<file path="src/rtl/nvram_backup_ctrl.sv">
// Save-RAM sector sequencer between the backup dpram (port B) and a mounted SD image.
// Optional idle autosave is built when NVRAM_AUTOSAVE_EN is defined.
module nvram_backup_ctrl #(
    parameter int SECT_LOG2    = 4,
    parameter int LBA_W        = 32,
    parameter int AUTOSAVE_DLY = 22
) (
    input  logic                 clk_sys,
    input  logic                 RESET_n,
    input  logic                 img_mounted,
    input  logic [31:0]          img_size,
    input  logic                 ioctl_download,
    input  logic                 save_req,
    input  logic                 core_we,
    output logic [LBA_W-1:0]     sd_lba,
    output logic                 sd_rd,
    output logic                 sd_wr,
    input  logic                 sd_ack,
    input  logic [8:0]           sd_buff_addr,
    input  logic                 sd_buff_wr,
    output logic [SECT_LOG2+8:0] buf_a,
    output logic                 buf_we,
    output logic                 bk_ena,
    output logic                 bk_reset,
    output logic                 busy,
    output logic                 dirty
);

    localparam int CNT_W = SECT_LOG2 + 1;
    localparam logic [CNT_W-1:0] MAX_SECT = {1'b1, {SECT_LOG2{1'b0}}};

    typedef enum logic [1:0] {
        IDLE,
        LOAD,
        SAVE,
        ABORT
    } state_t;

    state_t               state_q, state_d;
    logic [SECT_LOG2-1:0] lba_q, lba_d;
    logic [CNT_W-1:0]     n_sect_q, n_sect_d;
    logic                 rd_q, rd_d;
    logic                 wr_q, wr_d;
    logic                 busy_q, busy_d;
    logic                 dirty_q, dirty_d;
    logic                 bk_ena_q, bk_ena_d;
    logic                 pend_q, pend_d;
    logic                 bk_reset_q, bk_reset_d;

    logic                 mounted_q, save_q, download_q, ack_q;
    logic                 mount_rise, save_rise, dl_rise, ack_rise, ack_fall;
    logic                 save_go, auto_req, last_sect;
    logic [23:0]          raw_sect;
    logic [CNT_W-1:0]     mount_sect;

    // NOTE: state is updated with non-blocking assignments so every flop samples pre-edge values.
    always_ff @(posedge clk_sys or negedge RESET_n) begin
        if (!RESET_n) begin
            mounted_q  <= 1'b0;
            save_q     <= 1'b0;
            download_q <= 1'b0;
            ack_q      <= 1'b0;
        end else begin
            mounted_q  <= img_mounted;
            save_q     <= save_req;
            download_q <= ioctl_download;
            ack_q      <= sd_ack;
        end
    end

    assign mount_rise = img_mounted & ~mounted_q;
    assign save_rise  = save_req & ~save_q;
    assign dl_rise    = ioctl_download & ~download_q;
    assign ack_rise   = sd_ack & ~ack_q;
    assign ack_fall   = ~sd_ack & ack_q;

    // Sector count rounds a partial trailing sector up, then clamps to the RAM size.
    assign raw_sect   = {1'b0, img_size[31:9]} + {23'd0, |img_size[8:0]};
    assign mount_sect = (raw_sect > {{(24-CNT_W){1'b0}}, MAX_SECT}) ? MAX_SECT : raw_sect[CNT_W-1:0];

    assign last_sect  = ({1'b0, lba_q} == (n_sect_q - {{(CNT_W-1){1'b0}}, 1'b1}));

`ifdef NVRAM_AUTOSAVE_EN
    logic [AUTOSAVE_DLY-1:0] idle_cnt;
    logic                    auto_q;

    always_ff @(posedge clk_sys or negedge RESET_n) begin
        if (!RESET_n) begin
            idle_cnt <= '0;
            auto_q   <= 1'b0;
        end else begin
            auto_q <= 1'b0;
            if (!(bk_ena_q && dirty_q && !busy_q) || core_we) begin
                idle_cnt <= '0;
            end else if (&idle_cnt) begin
                idle_cnt <= '0;
                auto_q   <= 1'b1;
            end else begin
                idle_cnt <= idle_cnt + 1'b1;
            end
        end
    end

    assign auto_req = auto_q;
`else
    assign auto_req = 1'b0;
`endif

    assign save_go = save_rise | auto_req;

    // NOTE: every variable gets a default first so no path through the block infers a latch.
    always_comb begin
        state_d    = state_q;
        lba_d      = lba_q;
        n_sect_d   = n_sect_q;
        rd_d       = rd_q;
        wr_d       = wr_q;
        busy_d     = busy_q;
        dirty_d    = dirty_q;
        bk_ena_d   = bk_ena_q;
        pend_d     = pend_q;
        bk_reset_d = 1'b0;

        unique case (state_q)
            IDLE: begin
                // A mount in the same cycle as a save request wins; the save is dropped.
                if (bk_ena_q && pend_q && !dl_rise) begin
                    state_d = LOAD;
                    lba_d   = '0;
                    rd_d    = 1'b1;
                    busy_d  = 1'b1;
                end else if (bk_ena_q && save_go && !mount_rise && !dl_rise) begin
                    state_d = SAVE;
                    lba_d   = '0;
                    wr_d    = 1'b1;
                    busy_d  = 1'b1;
                end
            end
            LOAD, SAVE: begin
                if (dl_rise) begin
                    state_d = ABORT;
                    rd_d    = 1'b0;
                    wr_d    = 1'b0;
                end else begin
                    if (ack_rise) begin
                        rd_d = 1'b0;
                        wr_d = 1'b0;
                    end
                    if (ack_fall) begin
                        if (last_sect) begin
                            state_d    = IDLE;
                            busy_d     = 1'b0;
                            dirty_d    = 1'b0;
                            pend_d     = 1'b0;
                            bk_reset_d = (state_q == LOAD);
                        end else begin
                            lba_d = lba_q + 1'b1;
                            rd_d  = (state_q == LOAD);
                            wr_d  = (state_q == SAVE);
                        end
                    end
                end
            end
            ABORT: begin
                if (!sd_ack) begin
                    state_d = IDLE;
                    busy_d  = 1'b0;
                end
            end
            default: state_d = IDLE;
        endcase

        if (mount_rise) begin
            if (img_size != 32'd0) begin
                bk_ena_d = 1'b1;
                n_sect_d = mount_sect;
                pend_d   = 1'b1;
            end else begin
                bk_ena_d = 1'b0;
                pend_d   = 1'b0;
            end
        end

        if (dl_rise) begin
            bk_ena_d = 1'b0;
            pend_d   = 1'b0;
        end

        if (core_we) begin
            dirty_d = 1'b1;
        end
    end

    always_ff @(posedge clk_sys or negedge RESET_n) begin
        if (!RESET_n) begin
            state_q    <= IDLE;
            lba_q      <= '0;
            n_sect_q   <= '0;
            rd_q       <= 1'b0;
            wr_q       <= 1'b0;
            busy_q     <= 1'b0;
            dirty_q    <= 1'b0;
            bk_ena_q   <= 1'b0;
            pend_q     <= 1'b0;
            bk_reset_q <= 1'b0;
        end else begin
            state_q    <= state_d;
            lba_q      <= lba_d;
            n_sect_q   <= n_sect_d;
            rd_q       <= rd_d;
            wr_q       <= wr_d;
            busy_q     <= busy_d;
            dirty_q    <= dirty_d;
            bk_ena_q   <= bk_ena_d;
            pend_q     <= pend_d;
            bk_reset_q <= bk_reset_d;
        end
    end

    assign sd_lba   = {{(LBA_W-SECT_LOG2){1'b0}}, lba_q};
    assign sd_rd    = rd_q;
    assign sd_wr    = wr_q;
    assign buf_a    = {lba_q, sd_buff_addr};
    assign buf_we   = sd_buff_wr & sd_ack & (state_q == LOAD);
    assign bk_ena   = bk_ena_q;
    assign bk_reset = bk_reset_q;
    assign busy     = busy_q;
    assign dirty    = dirty_q;

endmodule

</file>
<file path="config.mk">
export PLATFORM = sky130hd
export DESIGN_NAME = nvram_backup_ctrl
export DESIGN_NICKNAME = d
export VERILOG_FILES = /design/src/rtl/nvram_backup_ctrl.sv
export SDC_FILE = /design/constraint.sdc
export NUM_CORES = 1
export LEC_CHECK = 0
export ABC_AREA = 1
export BUFFER_PORTS_ARGS = -buffer_cell sky130_fd_sc_hd__buf_2
export CAP_MARGIN = 20
export CORE_UTILIZATION = 53
export CTS_CLUSTER_DIAMETER = 60
export DETAILED_ROUTE_END_ITERATION = 8
export PLACE_DENSITY_LB_ADDON = 0.2
export RECOVER_POWER = 50
export SYNTH_ARGS = -nofsm -noshare
export SYNTH_HDL_FRONTEND = slang
export SYNTH_SLANG_ARGS = --single-unit
</file>
<file path="constraint.sdc">
create_clock -name clk_sys -period 5.18 [get_ports clk_sys]
set_clock_uncertainty 0.1 [all_clocks]
set_input_delay 0.259 -clock clk_sys [delete_from_list [all_inputs] [get_ports clk_sys]]
set_output_delay 0.259 -clock clk_sys [all_outputs]
set_load 0.005 [all_outputs]
</file>
# == Yosys cells after proc, flatten, opt, wreduce, memory -nomap -nowiden ==
# Cells that the tools add are included.
# word_totals
word_cells,118
regBits,22
# op_classes
eq_ne,16
bitwise,12
mux,45
n_reduce_logical,27
addsub,3
magnitude_cmp,1
# ops
op,count
$reduce_bool A32 Y1,1
$mux W1,28
$add A23 B1 Y24,1
$gt A24 B5 Y1 const B,1
$mux W4,5
$ne A2 B2 Y1 const B,9
$mux W2,6
$reduce_and A5 Y1,2
$reduce_bool A2 Y1,5
$ne A3 B3 Y1 const B,3
$reduce_bool A3 Y1,3
$reduce_or A9 Y1,1
$pmux W4 S2,1
$reduce_and A4 Y1,2
$and A1 B1 Y1,7
$pmux W2 S3,1
$reduce_and A3 Y1,2
$eq A4 B5 Y1,1
$logic_and A1 B1 Y1,5
$mux W5,1
$not A1 Y1,5
$sub A5 B1 Y5 const B,1
$add A4 B1 Y4 const B,1
$eq A2 B2 Y1 const B,2
7 further kinds,10

# == Depth between registers and ports, before layout ==
# logic_depth
word_depth,8
ltp_mapped,18
depth_no_buf,18

# == Worst setup path after synthesis ==
# No wires, ideal clock.
# synth_path
path_kind,input port to flip-flop
from,in img_size[1]
to,reg n_sect_q[4]
required_ps,4967
t_arrival_ps,2153
stages,16
setup_slack_ps,2814
path_cell_list,or2_2 nor3_1 nand2_1 ha_1 ha_1 nand2_1 nor2_4 nand3_2 inv_1 nand2_1 xor2_1 nand2_2 nor2_4 nand3_2 nand2_1 inv_1
# synth_between
elab_chain_cells,4
# synth_rtl
item,line_no,text
"start, declared",11,"input logic [31:0] img_size,"
$reduce_or A9 Y1,78,"assign raw_sect = {1'b0, img_size[31:9]} + {23'd0, |img_size[8:0]};"
$add A23 B1 Y24,78,
$gt A24 B5 Y1,79,"assign mount_sect = (raw_sect > {{(24-CNT_W){1'b0}}, MAX_SECT}) ? MAX_SECT : raw_sect[CNT_W-1:0];"
$mux W5,79,
"end signal, assigned",209,n_sect_q <= n_sect_d;
"end, declared",41,"logic [CNT_W-1:0] n_sect_q, n_sect_d;"
# Several ways; a longest one is shown, not always the timed one.
# A chain may end at the register's enable or synchronous reset.

# == Final worst setup path ==
# Ends and elaborated chain as after synthesis.

==> metrics.txt <==
# diodes=0; CP Data Arrival Time=2.41 ns; Final Hold Vio Count=0; Initial DRC Count=82; leading area contributor after synthesis=dfrtp_1; clock latency at the later pin of the worst-skew pair=0.26 ns; Final Wtd Congestion=0.8908; # rows=24; Syn Inst Count=374; antenna violations before repair=0; clk buf depth=2; crit-path max FO=6; post-DP HPWL=4.173 mm; Ys Warns=0; synthesized area=2435 µm²; Via density=4.926; worst path required time=5.24 ns; Seq pwr share=35.5%; Final Cell Area=2623 µm²; MaxCap Viol Count=0; port bufs=54; maximum vdd drop=0.1204 mV; mux contribution to synthesized area=0%; final setup fails=0; FF-to-FF path depth=8; wire per inst=10.56 µm; Root Buffer=clkbuf_8; worst slew pin tran=1.184 ns; Distinct cells, synth=30; min cycle time layout=2.347 ns; Comb power frac=45.0%; Crit-path slowest cell=or2_2; Max stage delay on crit path=0.28 ns; sequential fraction of the synthesis area=22.61%; Worst-path clk slew=0.08 ns; area grow syn2layout=7.708%; die width=69.78 µm; Clock Sinks=22; vias in the first global route=2,155; top cells by area, synth=dfrtp_1 (23%), nand2_1 (14%), buf_4 (13%); Leak=1.373 nW; P_sw=0.0002571 W; post-synthesis simple-gate area fraction=42.03%; DRC=0; H-tree levels=1; pin count of the biggest net entering global routing=23; pwr dens=242.2 nW/µm²; Yosys top cell area share=22.61%; Worst Setup End Kind=flop; Startpoint Class=primary input; Adder-Cell Fraction of Synth Area=4.111%; Synth Area in XOR/XNOR=4.317%; Min Hold Slack=0.01172 ns; TritonCTS buffer count=3; Die ar.=4869 µm²; fin util=59.82%; DP Area=2564 µm²; Post-Route WL=4.976 mm; Final Non-Filler Cells=471; DRT Pass-1 Iters=4; cts repair resizes=0; cell count of the worst hold path=1; combinational family with the most area after synthesis=simple AND/OR/NAND/NOR gates; Clk pwr share=19.5%; layout cell share with drive strength beyond 1=20.76%; first-pass GRT wire length=8.818 mm; Internal=0.0003780 W; Total GRT Usage=21.48%; CP most frequent cell=nand2_1; Min-Delay Path Class=in2reg; Antenna Nets Post-Route=0; initial core utilization=55.54%; placed insts=466; Cell Chain, Critical Path=buf_2 -> or2_2 -> nor3_1 -> nand2_1 -> ha_1 -> ha_1 -> nand2_1 -> nor2_4 -> nand3_2 -> inv_1 -> nand2_1 -> xor2_1 -> nand2_2 -> nor2_4 -> nand3_2 -> nand2_1 -> inv_1; Mapped Avg Cell Area=6.510 µm²; status=completed; Compound-Gate Fraction of Synth Area=7.040%; Sum Neg Setup Slack=0 ns; switching part of the total=40.48%; number of synthesized register bits=22; nets@finish=477; GRT overflow=0; WS Path Type=in2reg; Post-CTS Setup Bufs=0; boundary pin count=101; DR vias=2,320; Worst slew margin=21.09%; chip height=69.78 µm; CTS tree=yes; Max Slew Vio Count=0; core box area=4384 µm²; f_max=0.4260 GHz; RSZ-0062 raised after global routing=no; final cycle utilization of the critical path=45.31%
==> per-layer routing <==
layer	routed length [µm]	global-route usage [%]
met3	150	1.163
met5	0	0
met2	2644	42.74
met1	2102	24.29
met4	78	5.778
==> power by group through the flow <==
stage | Combinational (W) | Clock, W | Sequential (W)
after floorplan | 0.000219 | 0 | 0.000228
after CTS | 0.000287 | 0.000127 | 0.000226
after detailed placement | 0.000284 | 0 | 0.000229
after global placement | 0.000279 | 0 | 0.000228
final | 0.000286 | 0.000124 | 0.000226
after global routing | 0.000327 | 0.000132 | 0.000229
==> what timing repair did <==
| item | CTS | global route |
|---|---|---|
| endpoints found under the hold margin | 22 | 0 |
| hold buffers | 1 | 0 |
| endpoints found under the setup margin | 0 | 0 |
==> cell families after synthesis <==
logic type,after synthesis
AO/OA/AOI/OAI,30
XOR/XNOR,12
adder cells (fa/ha/maj),8
buffers and inverters,87
flip-flops,22
other,1
AND/OR/NAND/NOR,214
==> worst max-delay path: cells and delay by family <==
family                     cells  cell delay (ns)
adders and majority gates      2             0.42
buffers and inverters          3             0.18
xor gates and xnor gates       1             0.17
and+or+nand+nor               11             1.38
==> sequential cells by signal, summed over array words and instances, names as in the netlist <==
name        flops
ack_q           1
bk_ena          1
bk_reset        1
busy            1
dirty           1
download_q      1
lba_q           4
mounted_q       1
n_sect_q        5
pend_q          1
save_q          1
sd_rd           1
sd_wr           1
state_q         2
==> final cells by class <==
| cell class | instances | area [µm²] |
|---|---|---|
| multi-input combinational | 292 | 1505 |
| tap | 52 | 65.06 |
| clock buffer | 4 | 55.05 |
| sequential | 22 | 550.5 |
| fill | 459 | 1762 |
| timing repair buffer | 55 | 274.0 |
| inverter | 46 | 172.7 |
==> synthesized netlist by cell type, drive strengths merged <==
master / instances
a21oi: 6
o31ai: 1
inv: 45
nand2: 103
clkinv: 1
nor3: 7
o21bai: 1
a31oi: 2
buf: 41
nand4: 9
nor2: 50
a21boi: 1
nor4: 4
o21ai: 19
or2: 6
xor2: 8
nand3b: 5
dfrtp: 22
conb: 1
xnor2: 4
ha: 8
nand3: 30
==> worst paths after layout <==
path	from	end	slack (ns)
hold / removal	img_mounted	mounted_q	0.01
setup reg to reg	n_sect_q[0]	lba_q[3]	3.08
setup / recovery	img_size[1]	n_sect_q[4]	2.83
min in group asynchronous	RESET_n	lba_q[3]	0.65
max in group asynchronous	RESET_n	sd_wr	3.63
hold reg to reg	dirty	dirty	0.38
==> metrics by stage <==
stage                     total power, W  setup WS, ns
final                          0.0006351         2.833
after global routing           0.0006872         2.560
after CTS                      0.0006389         2.829
after detailed placement       0.0005127         2.550
after global placement         0.0005074         2.632
after floorplan                0.0004465         2.814
==> cells in the final DEF, fill, tap and decap left out, drive strengths merged, types with 5 or more instances in the layout <==
cell type,instances
nand4,9
dfrtp,22
inv,45
buf,49
o21ai,19
ha,8
or2,6
xor2,8
nand3b,5
clkbuf,9
conb,28
nor2,50
nand2,103
nand3,30
nor3,7
a21oi,6
(Power assumes the default switching activity.)
